## src/rtl/mem_req_pkg.sv

```systemverilog
// Shared definitions for the memory request controller slice.
// Contents: default address/data widths, default clear word and the
// controller state encoding (IDLE / CLEAR / DONE).
package mem_req_pkg;

    localparam int DEF_ADDR_W = 15;
    localparam int DEF_DATA_W = 32;
    localparam logic [DEF_DATA_W-1:0] DEF_CLEAR_VALUE = '0;

    typedef enum logic [1:0] {
        IDLE  = 2'd0,
        CLEAR = 2'd1,
        DONE  = 2'd2
    } ctrl_state_t;

endpackage

```

## src/rtl/mem_req_ctrl_if.sv

```systemverilog
// Request/response bus between a requester and mem_req_ctrl.
// Request channel : req_valid, req_ready, req_we, req_addr, req_wdata
// Response channel: rsp_valid, rsp_ready, rsp_rdata
// master = requester side, slave = controller side.
interface mem_req_ctrl_if
    import mem_req_pkg::*;
#(
    parameter int ADDR_W = DEF_ADDR_W,
    parameter int DATA_W = DEF_DATA_W
);

    logic              req_valid;
    logic              req_ready;
    logic              req_we;
    logic [ADDR_W-1:0] req_addr;
    logic [DATA_W-1:0] req_wdata;
    logic              rsp_valid;
    logic              rsp_ready;
    logic [DATA_W-1:0] rsp_rdata;

    modport master (
        output req_valid, req_we, req_addr, req_wdata, rsp_ready,
        input  req_ready, rsp_valid, rsp_rdata
    );

    modport slave (
        input  req_valid, req_we, req_addr, req_wdata, rsp_ready,
        output req_ready, rsp_valid, rsp_rdata
    );

endinterface

```

## src/rtl/mem_rsp_fifo.sv

```systemverilog
// Synchronous response FIFO holding read data returned by the RAM.
// Ports: clk, rst (sync, active-high), push/push_data (write side),
// pop (consumer takes head), head_valid/head_data (FIFO head, data
// forced to zero when empty), count (current occupancy).
// Push and pop in the same cycle are accepted even when full.
module mem_rsp_fifo #(
    parameter int DATA_W = 32,
    parameter int DEPTH  = 2
) (
    input  logic                         clk,
    input  logic                         rst,
    input  logic                         push,
    input  logic [DATA_W-1:0]            push_data,
    input  logic                         pop,
    output logic                         head_valid,
    output logic [DATA_W-1:0]            head_data,
    output logic [$clog2(DEPTH+1)-1:0]   count
);

    localparam int PTR_W = (DEPTH > 1) ? $clog2(DEPTH) : 1;
    localparam int CNT_W = $clog2(DEPTH + 1);

    logic [DATA_W-1:0] store [DEPTH];
    logic [PTR_W-1:0]  wr_ptr;
    logic [PTR_W-1:0]  rd_ptr;
    logic              empty;
    logic              full;
    logic              do_push;
    logic              do_pop;

    function automatic logic [PTR_W-1:0] bump(input logic [PTR_W-1:0] p);
        return (p == PTR_W'(DEPTH - 1)) ? '0 : p + PTR_W'(1);
    endfunction

    always_comb begin
        empty      = (count == '0);
        full       = (count == CNT_W'(DEPTH));
        do_pop     = pop && !empty;
        // A full FIFO can still take a push when the head leaves this cycle.
        do_push    = push && (!full || do_pop);
        head_valid = !empty;
        head_data  = empty ? '0 : store[rd_ptr];
    end

    always_ff @(posedge clk) begin
        if (do_push) begin
            store[wr_ptr] <= push_data;
        end
    end

    always_ff @(posedge clk) begin
        if (rst) begin
            wr_ptr <= '0;
            rd_ptr <= '0;
            count  <= '0;
        end else begin
            if (do_push) begin
                wr_ptr <= bump(wr_ptr);
            end
            if (do_pop) begin
                rd_ptr <= bump(rd_ptr);
            end
            count <= count + CNT_W'(do_push) - CNT_W'(do_pop);
        end
    end

    overflow_check : assert property (@(posedge clk) disable iff (rst)
        !(push && full && !pop));

endmodule

```

## src/rtl/mem_req_ctrl.sv

```systemverilog
// Request controller in front of a single-port synchronous RAM with a
// 1-cycle registered read. Accepts read/write requests, returns read
// data through a credit-controlled response FIFO and contains a clear
// engine that writes CLEAR_VALUE to every word.
// Ports: clk, rst (sync, active-high); bus (mem_req_ctrl_if.slave:
// request and response handshakes); clear_start / clear_busy /
// clear_done (clear engine control/status); mem_addr, mem_wdata,
// mem_we (to RAM), mem_rdata (from RAM, valid 1 cycle after issue).
module mem_req_ctrl
    import mem_req_pkg::*;
#(
    parameter int                ADDR_W         = DEF_ADDR_W,
    parameter int                DATA_W         = DEF_DATA_W,
    parameter int                RSP_DEPTH      = 2,
    parameter logic [DATA_W-1:0] CLEAR_VALUE    = DATA_W'(DEF_CLEAR_VALUE),
    parameter bit                CLEAR_ON_RESET = 1'b1
) (
    input  logic              clk,
    input  logic              rst,
    mem_req_ctrl_if.slave     bus,
    input  logic              clear_start,
    output logic              clear_busy,
    output logic              clear_done,
    output logic [ADDR_W-1:0] mem_addr,
    output logic [DATA_W-1:0] mem_wdata,
    output logic              mem_we,
    input  logic [DATA_W-1:0] mem_rdata
);

    localparam int              DEPTH    = 2 ** ADDR_W;
    localparam int              CNT_W    = $clog2(RSP_DEPTH + 1);
    localparam logic [ADDR_W:0] PTR_LAST = (ADDR_W + 1)'(DEPTH - 1);

    ctrl_state_t       state;
    logic [ADDR_W:0]   ptr;
    logic              boot_clear;
    logic              inflight;
    logic [CNT_W-1:0]  rsp_count;
    logic              rsp_valid;
    logic [DATA_W-1:0] rsp_rdata;
    logic              rsp_pop;
    logic [CNT_W:0]    occupancy;
    logic              credit_ok;
    logic              ready;
    logic              accept;
    logic              accept_rd;

    assign bus.req_ready = ready;
    assign bus.rsp_valid = rsp_valid;
    assign bus.rsp_rdata = rsp_rdata;

    // Reads need a guaranteed FIFO slot: entries held, plus the read
    // whose data is on mem_rdata now, minus the entry leaving this cycle.
    // boot_clear holds off requests until the reset-triggered sweep starts.
    always_comb begin
        rsp_pop   = rsp_valid && bus.rsp_ready;
        occupancy = {1'b0, rsp_count} + (CNT_W + 1)'(inflight) - (CNT_W + 1)'(rsp_pop);
        credit_ok = occupancy < (CNT_W + 1)'(RSP_DEPTH);
        ready     = !rst && (state == IDLE) && !boot_clear && (bus.req_we || credit_ok);
        accept    = bus.req_valid && ready;
        accept_rd = accept && !bus.req_we;

        mem_we    = 1'b0;
        mem_addr  = '0;
        mem_wdata = '0;
        if (state == CLEAR) begin
            mem_we    = 1'b1;
            mem_addr  = ptr[ADDR_W-1:0];
            mem_wdata = CLEAR_VALUE;
        end else if (accept) begin
            mem_we    = bus.req_we;
            mem_addr  = bus.req_addr;
            mem_wdata = bus.req_we ? bus.req_wdata : '0;
        end
    end

    // ptr carries one extra bit so the terminal count is exact and never wraps.
    always_ff @(posedge clk) begin
        if (rst) begin
            state      <= IDLE;
            ptr        <= '0;
            boot_clear <= CLEAR_ON_RESET;
            inflight   <= 1'b0;
            clear_busy <= 1'b0;
            clear_done <= 1'b0;
        end else begin
            inflight   <= accept_rd;
            clear_done <= 1'b0;
            case (state)
                IDLE: begin
                    if (boot_clear || clear_start) begin
                        state      <= CLEAR;
                        ptr        <= '0;
                        boot_clear <= 1'b0;
                        clear_busy <= 1'b1;
                    end
                end
                CLEAR: begin
                    ptr <= ptr + (ADDR_W + 1)'(1);
                    if (ptr == PTR_LAST) begin
                        state      <= DONE;
                        clear_busy <= 1'b0;
                        clear_done <= 1'b1;
                    end
                end
                DONE: begin
                    state <= IDLE;
                end
                default: begin
                    state <= IDLE;
                end
            endcase
        end
    end

    mem_rsp_fifo #(
        .DATA_W (DATA_W),
        .DEPTH  (RSP_DEPTH)
    ) u_rsp_fifo (
        .clk        (clk),
        .rst        (rst),
        .push       (inflight),
        .push_data  (mem_rdata),
        .pop        (rsp_pop),
        .head_valid (rsp_valid),
        .head_data  (rsp_rdata),
        .count      (rsp_count)
    );

endmodule

```

## src/flat_wrapper.sv

```systemverilog
// flat-port wrapper written by rule: the top's interface ports become plain ports
module mem_req_ctrl_flat import mem_req_pkg::*;
#(
    parameter int                ADDR_W         = DEF_ADDR_W,
    parameter int                DATA_W         = DEF_DATA_W,
    parameter int                RSP_DEPTH      = 2,
    parameter logic [DATA_W-1:0] CLEAR_VALUE    = DATA_W'(DEF_CLEAR_VALUE),
    parameter bit                CLEAR_ON_RESET = 1'b1
)
  (clk, rst, clear_start, clear_busy, clear_done, mem_addr, mem_wdata, mem_we, mem_rdata, bus_req_valid, bus_req_we, bus_req_addr, bus_req_wdata, bus_rsp_ready, bus_req_ready, bus_rsp_valid, bus_rsp_rdata);
  mem_req_ctrl_if #(.ADDR_W(ADDR_W), .DATA_W(DATA_W)) bus_i ();
  input  logic clk;
  input  logic rst;
  input  logic clear_start;
  output logic clear_busy;
  output logic clear_done;
  output logic [ADDR_W-1:0] mem_addr;
  output logic [DATA_W-1:0] mem_wdata;
  output logic mem_we;
  input  logic [DATA_W-1:0] mem_rdata;
  input wire logic [$bits(bus_i.req_valid)-1:0] bus_req_valid;
  input wire logic [$bits(bus_i.req_we)-1:0] bus_req_we;
  input wire logic [$bits(bus_i.req_addr)-1:0] bus_req_addr;
  input wire logic [$bits(bus_i.req_wdata)-1:0] bus_req_wdata;
  input wire logic [$bits(bus_i.rsp_ready)-1:0] bus_rsp_ready;
  output wire logic [$bits(bus_i.req_ready)-1:0] bus_req_ready;
  output wire logic [$bits(bus_i.rsp_valid)-1:0] bus_rsp_valid;
  output wire logic [$bits(bus_i.rsp_rdata)-1:0] bus_rsp_rdata;
  assign bus_i.req_valid = bus_req_valid;
  assign bus_i.req_we = bus_req_we;
  assign bus_i.req_addr = bus_req_addr;
  assign bus_i.req_wdata = bus_req_wdata;
  assign bus_i.rsp_ready = bus_rsp_ready;
  assign bus_req_ready = bus_i.req_ready;
  assign bus_rsp_valid = bus_i.rsp_valid;
  assign bus_rsp_rdata = bus_i.rsp_rdata;
  mem_req_ctrl #(.ADDR_W(ADDR_W), .DATA_W(DATA_W), .RSP_DEPTH(RSP_DEPTH), .CLEAR_VALUE(CLEAR_VALUE), .CLEAR_ON_RESET(CLEAR_ON_RESET)) u_core (.clk(clk), .rst(rst), .bus(bus_i), .clear_start(clear_start), .clear_busy(clear_busy), .clear_done(clear_done), .mem_addr(mem_addr), .mem_wdata(mem_wdata), .mem_we(mem_we), .mem_rdata(mem_rdata));
endmodule
```

## config.mk

```make
export PLATFORM = sky130hd
export DESIGN_NAME = mem_req_ctrl_flat
export DESIGN_NICKNAME = d
export VERILOG_FILES = /design/src/rtl/mem_req_pkg.sv /design/src/rtl/mem_req_ctrl_if.sv /design/src/rtl/mem_rsp_fifo.sv /design/src/rtl/mem_req_ctrl.sv /design/src/flat_wrapper.sv
export SDC_FILE = /design/constraint.sdc
export NUM_CORES = 1
export LEC_CHECK = 0
export ABC_AREA = 1
export BUFFER_PORTS_ARGS = -buffer_cell sky130_fd_sc_hd__buf_2
export CORE_ASPECT_RATIO = 0.5
export CORE_MARGIN = 4
export CORE_UTILIZATION = 30
export DETAILED_ROUTE_END_ITERATION = 10
export HOLD_SLACK_MARGIN = 0.08
export SLEW_MARGIN = 5
export SYNTH_ARGS = -nofsm -noshare
export SYNTH_HDL_FRONTEND = slang
export SYNTH_HIERARCHICAL = 1
export SYNTH_SLANG_ARGS = --single-unit
```

## constraint.sdc

```tcl
create_clock -name clk -period 5.1 [get_ports clk]
set_input_delay 1.02 -clock clk [delete_from_list [all_inputs] [get_ports clk]]
set_output_delay 1.02 -clock clk [all_outputs]
set_load 0.005 [all_outputs]
```

======== Word level (Yosys, flattened, before mapping) ========
Memories as Yosys holds them, arrays and structs flattened. A register that Yosys moved wholly into a read port is not among the register bits.
Index checks and enable logic that the tools add are counted.
word-level totals
  register bits after elaboration ......... 26
  bits in latches ......................... 0
  RAM bits ................................ 64
  ROM bits ................................ 0
  output and inout port bits .............. 84
  word-level logic and storage cells ...... 71
  memories kept ........................... 1
operators by class
  add/sub/neg operators ................... 7
  $mul .................................... 0
  divide/modulo/power cells ............... 0
  order comparisons ....................... 1
  equality and inequality tests ........... 5
  shift operators ......................... 0
  mux-type cells .......................... 23
  bitwise logic cells ..................... 1
  reductions and logical operators ........ 24
memories
  memory                   depth  bits a word  read ports  clocked after Yosys merged registers in  write ports  line                text
  u_core.u_rsp_fifo.store  2      32           1           1                                        1            mem_rsp_fifo.sv:23  logic [DATA_W-1:0] store [DEPTH];
operators by type and width
  kind                     count
  $mux W32                 4
  $pmux W16 S2             1
  $mux W15                 2
  $add A16 B1 Y16 const B  1
  $eq A16 B15 Y1 const B   1
  $mux W16                 1
  $mux W1                  11
  $logic_and A1 B1 Y1      8
  $reduce_and A2 Y1        3
  $logic_not A1 Y1         5
  $logic_not A2 Y1         2
  $mux W2                  2
  $ne A2 B2 Y1 const B     2
  $pmux W2 S2              1
  $add A2 B1 Y3            1
  $logic_or A1 B1 Y1       3
  $lt A3 B2 Y1 const B     1
  $reduce_and A3 Y1        1
  $sub A3 B1 Y3            1
  $add A1 B1 Y1 const B    2
  $add A2 B1 Y2            1
  $eq A2 B1 Y1 const B     1
  $eq A2 B2 Y1 const B     1
  $pmux W1 S2              1
  4 further kinds          4

======== Logic depth before layout (Yosys ltp) ========
  word-level depth ........................ 10
  mapped depth ............................ 16
  mapped depth without buffers ............ 15

======== By module ========
Netlist, hierarchy kept.
by module, submodules not included
  module        instances  cells each  area an instance (um2)  sequential area each (um2)
  mem_rsp_fifo  1          209         2660.1                  2021.9
  mem_req_ctrl  1          301         1809.2                  440.4

======== Least setup slack after synthesis ========
Ideal clock, no wire load.
  path type ............................... input to output
  start point ............................. in bus_rsp_ready
  end point ............................... out mem_wdata[16]
  arrival time ............................ 2.659 ns
  setup slack ............................. 1.421 ns
  stages .................................. 12
  buffers on the path ..................... 2
  cell sequence ........................... nand2_1 inv_1 ha_1 nor2_1 fa_1 a21oi_1 o21ai_0 nand2_1 nand3_1 buf_6 buf_8 nor2_4
between the ends
  longest elaborated chain between the ends .. 8
RTL lines
  item                      line                text
  start, declared           flat_wrapper.sv:25  input wire logic [$bits(bus_i.rsp_ready)-1:0] bus_rsp_ready;
  $logic_and A1 B1 Y1       mem_req_ctrl.sv:56  rsp_pop = rsp_valid && bus.rsp_ready;
  named net u_core.rsp_pop  mem_req_ctrl.sv:41  logic rsp_pop;
  $sub A3 B1 Y3             mem_req_ctrl.sv:57  occupancy = {1'b0, rsp_count} + (CNT_W + 1)'(inflight) - (CNT_W + 1)'(rsp_pop);
  $lt A3 B2 Y1              mem_req_ctrl.sv:58  credit_ok = occupancy < (CNT_W + 1)'(RSP_DEPTH);
  $logic_or A1 B1 Y1        mem_req_ctrl.sv:59  ready = !rst && (state == IDLE) && !boot_clear && (bus.req_we || credit_ok);
  $logic_and A1 B1 Y1       mem_req_ctrl.sv:59
  $logic_and A1 B1 Y1       mem_req_ctrl.sv:60  accept = bus.req_valid && ready;
  $mux W32                  mem_req_ctrl.sv:70  end else if (accept) begin
  $mux W32                  mem_req_ctrl.sv:66  if (state == CLEAR) begin
  end, declared             flat_wrapper.sv:18  output logic [DATA_W-1:0] mem_wdata;
The timed path passes the listed nets, and every way through them passes these cells.

======== Final worst setup path ========
  start point ............................. in bus_rsp_ready
  end point ............................... out mem_addr[11]
between the ends
  longest elaborated chain between the ends .. 8
RTL lines
  item                      line                text
  $logic_and A1 B1 Y1       mem_req_ctrl.sv:56
  named net u_core.rsp_pop  mem_req_ctrl.sv:41
  $sub A3 B1 Y3             mem_req_ctrl.sv:57
  $lt A3 B2 Y1              mem_req_ctrl.sv:58
  $logic_or A1 B1 Y1        mem_req_ctrl.sv:59
  $logic_and A1 B1 Y1       mem_req_ctrl.sv:59
  $logic_and A1 B1 Y1       mem_req_ctrl.sv:60
  $mux W15                  mem_req_ctrl.sv:70
  $mux W15                  mem_req_ctrl.sv:66
  end, declared             flat_wrapper.sv:17  output logic [ADDR_W-1:0] mem_addr;
The timed path passes the listed nets, and every way through them passes these cells.

==> Flow_metrics.wiki <==
{| class="wikitable"
! Metric !! Value
|-
| Run status || completed
|-
| Worst slack, placed || 0.9147 ns
|-
| Maximum capacitance violations || 0
|-
| Total power divided by cell area || 272.6 nW/µm²
|-
| Number of iterations in the first detailed-routing pass || 4
|-
| Syn_nets || 600
|-
| Final weighted congestion of routability-driven global placement || 0.7770
|-
| Maximum level of the CTS H-tree || 3
|-
| Sequential Area || 2462 µm²
|-
| Initial core utilization || 0.3081
|-
| Register bit count reported by yosys || 91
|-
| Arrival time worst endpoint || 3.15 ns
|-
| CTS Hold Buffers Added || 0
|-
| Final routed wirelength across all metal layers || 11,510 µm
|-
| Worst-case vdd ir drop || 0.1475 mV
|-
| Total half-perimeter wirelength after legalization and detailed placement || 7998 µm
|-
| First-pass GRT wire length || 18,130 µm
|-
| Total instance count after detailed placement || 858
|-
| Area inside the core boundary || 14,510 µm²
|-
| DR iter-0 viols || 179
|-
| Slew at the pin with the worst max-slew slack || 1.015 ns
|-
| Cell Chain, Critical Path || buf_2, nand2_1, inv_1, ha_1, nor2_1, fa_1, a21oi_1, o21ai_0, nand2_1, nand3_2, buf_4, o21ai_0, buf_2
|-
| Cell type of the slowest stage on the worst timing path || buf_4
|-
| Area occupied by multi-input gates || 1673 µm²
|-
| Count of unique library cells instantiated by Yosys || 29
|-
| Floorplan die area || 17,030 µm²
|-
| Lkg Pwr || 0.002536 µW
|-
| Fraction of final layout cells with drive strength greater than 1 || 0.3284
|-
| Synth Cell Area || 4469 µm²
|-
| Post-CTS setup buffer count || 0
|-
| Boundary Pins || 169
|-
| Warnings from Yosys || 6
|-
| Final instance count without filler cells || 874
|-
| TritonCTS clock tree || yes
|-
| Cells after Synth || 510
|-
| Fraction of the yosys area taken by sequential cells || 0.5510
|-
| Fin Setup TNS || 0 ns
|-
| Fillers || 1,499
|-
| Number of nets in the layout || 761
|-
| Delay of the slowest cell on the worst path || 0.50 ns
|-
| Fin. max-slew vios || 0
|-
| Maximum fanout along the worst path || 38
|-
| Part of the cycle the worst path needs || 0.8175
|-
| Post-detailed-route via-to-cell ratio || 4.400
|-
| Quantity of I/O buffers inserted on ports || 168
|-
| Kind of start point of the critical path || input port
|-
| Synthesis-to-layout area growth || 28.02%
|-
| Type of element capturing the critical path || output port
|-
| Cell Area, Placed || 5438 µm²
|-
| Wire length per cell after detailed routing || 13.17 µm
|-
| Worst slew margin || 0.3215
|-
| Avg Synthesized Cell Area || 8.763 µm²
|-
| Buffer levels on the longest clock path || 2
|-
| CP Data Required Time || 4.08 ns
|-
| Post-cts sizing count || 0
|-
| Number of DRC violations after detailed routing || 0
|-
| Clock insertion delay at the later pin of the skew report || 0.34 ns
|-
| Clock period minus worst slack || 4.169 ns
|-
| Top achievable clock speed || 239.8 MHz
|-
| Die extent in y || 94.31 µm
|-
| End-of-flow core utilization || 0.3944
|-
| Setup violators final || 0
|-
| Start-to-end type of the worst setup path || input port to output port
|-
| Most common cell after layout, fill and taps aside || buf_2
|-
| Remaining global-route overflow || 0
|-
| Final standard cell area without fillers || 5722 µm²
|-
| Type of the worst min-delay path || register to register
|-
| Global-route usage over all layers || 0.1324
|-
| Unrepaired setup endpoints after global routing || false
|-
| Number of antenna violations at the first check in global routing || 0
|-
| Number of nets with antenna violations after routing || 0
|-
| Total number of vias || 3,846
|-
| ANT cells || 0
|-
| Pin count of the biggest net entering global routing || 39
|-
| Std cell rows || 31
|-
| Number of buffers added by the clock tree synthesis step || 9
|-
| Buffer type at the clock tree root || clkbuf_16
|-
| Post-Route Skew || 0.008784 ns
|-
| Leading cell types in the layout, fill and taps excluded || buf_2, nand2_1, edfxtp_1
|-
| Horiz. Die Dim || 180.6 µm
|-
| Least setup slack across all paths after layout || 0.9306 ns
|-
| Number of clock sinks || 91
|-
| Clock slew at the register clock pins of the worst setup and hold paths || 0.07 ns
|-
| Count of endpoints failing hold in the final timing report || 0
|-
| Via count of the first global-routing pass || 3,692
|}
-- worst max-delay path, delay by kind of cell --
family                     cells  cell delay (ns)
AOI/OAI and AO/OA              3             0.26
adders and majority gates      2             0.74
buffers and inverters          4             0.82
and+or+nand+nor                4             0.29
-- registers in the layout (all words and copies together), names as in the netlist, named ones only --
name	cells
u_core/u_rsp_fifo/store	64
u_core/ptr	16
u_core/state	2
u_core/u_rsp_fifo/count	2
u_core/boot_clear	1
u_core/clear_busy	1
u_core/clear_done	1
u_core/inflight	1
u_core/u_rsp_fifo/rd_ptr	1
u_core/u_rsp_fifo/wr_ptr	1
-- stage by stage --
| stage | hold WS, ns | total power, µW |
|---|---|---|
| 2_1_floorplan | 0.4668 | 880.5 |
| 3_3_place_gp | 0.4804 | 936.1 |
| 3_5_place_dp | 0.4860 | 939.6 |
| 4_1_cts | 0.4985 | 1589 |
| 5_1_grt | 0.5295 | 1639 |
| 6_report | 0.4965 | 1560 |
-- synthesized netlist by cell type, drive strengths merged --
library cell,instances,area share
clkbuf,3,0.0025
inv,49,0.041
nor3,4,0.0081
a22oi,3,0.0050
nand3b,1,0.0017
fa,1,0.0045
dfxtp,27,0.12
o21ai,25,0.028
ha,4,0.011
a21oi,44,0.049
and2,1,0.0014
nor2,80,0.095
nand3,14,0.016
nand4,6,0.0098
buf,19,0.034
edfxtp,64,0.43
o21bai,2,0.0034
o211a,1,0.0022
nand2,162,0.14
-- worst paths after layout --
path | start | to | slack, ns | cells past startpoint
setup / recovery | bus_rsp_ready | mem_addr[11] | 0.93 | 13
hold / removal | u_core/boot_clear$_SDFFE_PP1P_ | u_core/boot_clear$_SDFFE_PP1P_ | 0.50 | 2
setup reg to reg | u_core/u_rsp_fifo/count[1]$_SDFF_PP0_ | u_core/u_rsp_fifo/store[0][15]$_DFFE_PP_ | 2.92 | 8
hold reg to reg | u_core/boot_clear$_SDFFE_PP1P_ | u_core/boot_clear$_SDFFE_PP1P_ | 0.50 | 2
-- metal layers --
metal | global-route usage | vias up | share of wire
met5 | 0 | - | 0
met4 | 0.03459 | 0 | 0.011
met3 | 0.03558 | 10 | 0.046
met2 | 0.2335 | 73 | 0.50
met1 | 0.1632 | 1787 | 0.44
li1 | - | 1976 | -
-- where the power goes --
| group | switching (µW) | total (µW) | internal (µW) |
|---|---|---|---|
| combinational | 71.2 | 119 | 47.3 |
| clock | 299 | 638 | 339 |
| sequential | 5.20 | 803 | 798 |
| total | 375 | 1560 | 1180 |
-- logic make-up (layout without fill, tap and decap cells) --
| logic type | count (synthesis) | after routing | share of synthesized area |
|---|---|---|---|
| AND/OR/NAND/NOR | 268 | 268 | 0.2679 |
| flip-flops | 91 | 91 | 0.5510 |
| AO/OA/AOI/OAI | 75 | 75 | 0.08790 |
| buffers and inverters | 71 | 237 | 0.07755 |
| adder cells (fa/ha/maj) | 5 | 5 | 0.01568 |
-- layout make-up --
cell class | instances | share of cell area
Sequential cell | 91 | 0.4304
Multi-Input combinational cell | 348 | 0.2924
Timing Repair Buffer | 172 | 0.1522
Tap cell | 198 | 0.04330
Clock buffer | 9 | 0.03936
Inverter | 49 | 0.03215
Clock inverter | 7 | 0.01028
No activity file was read; power rests on OpenSTA's default activity.
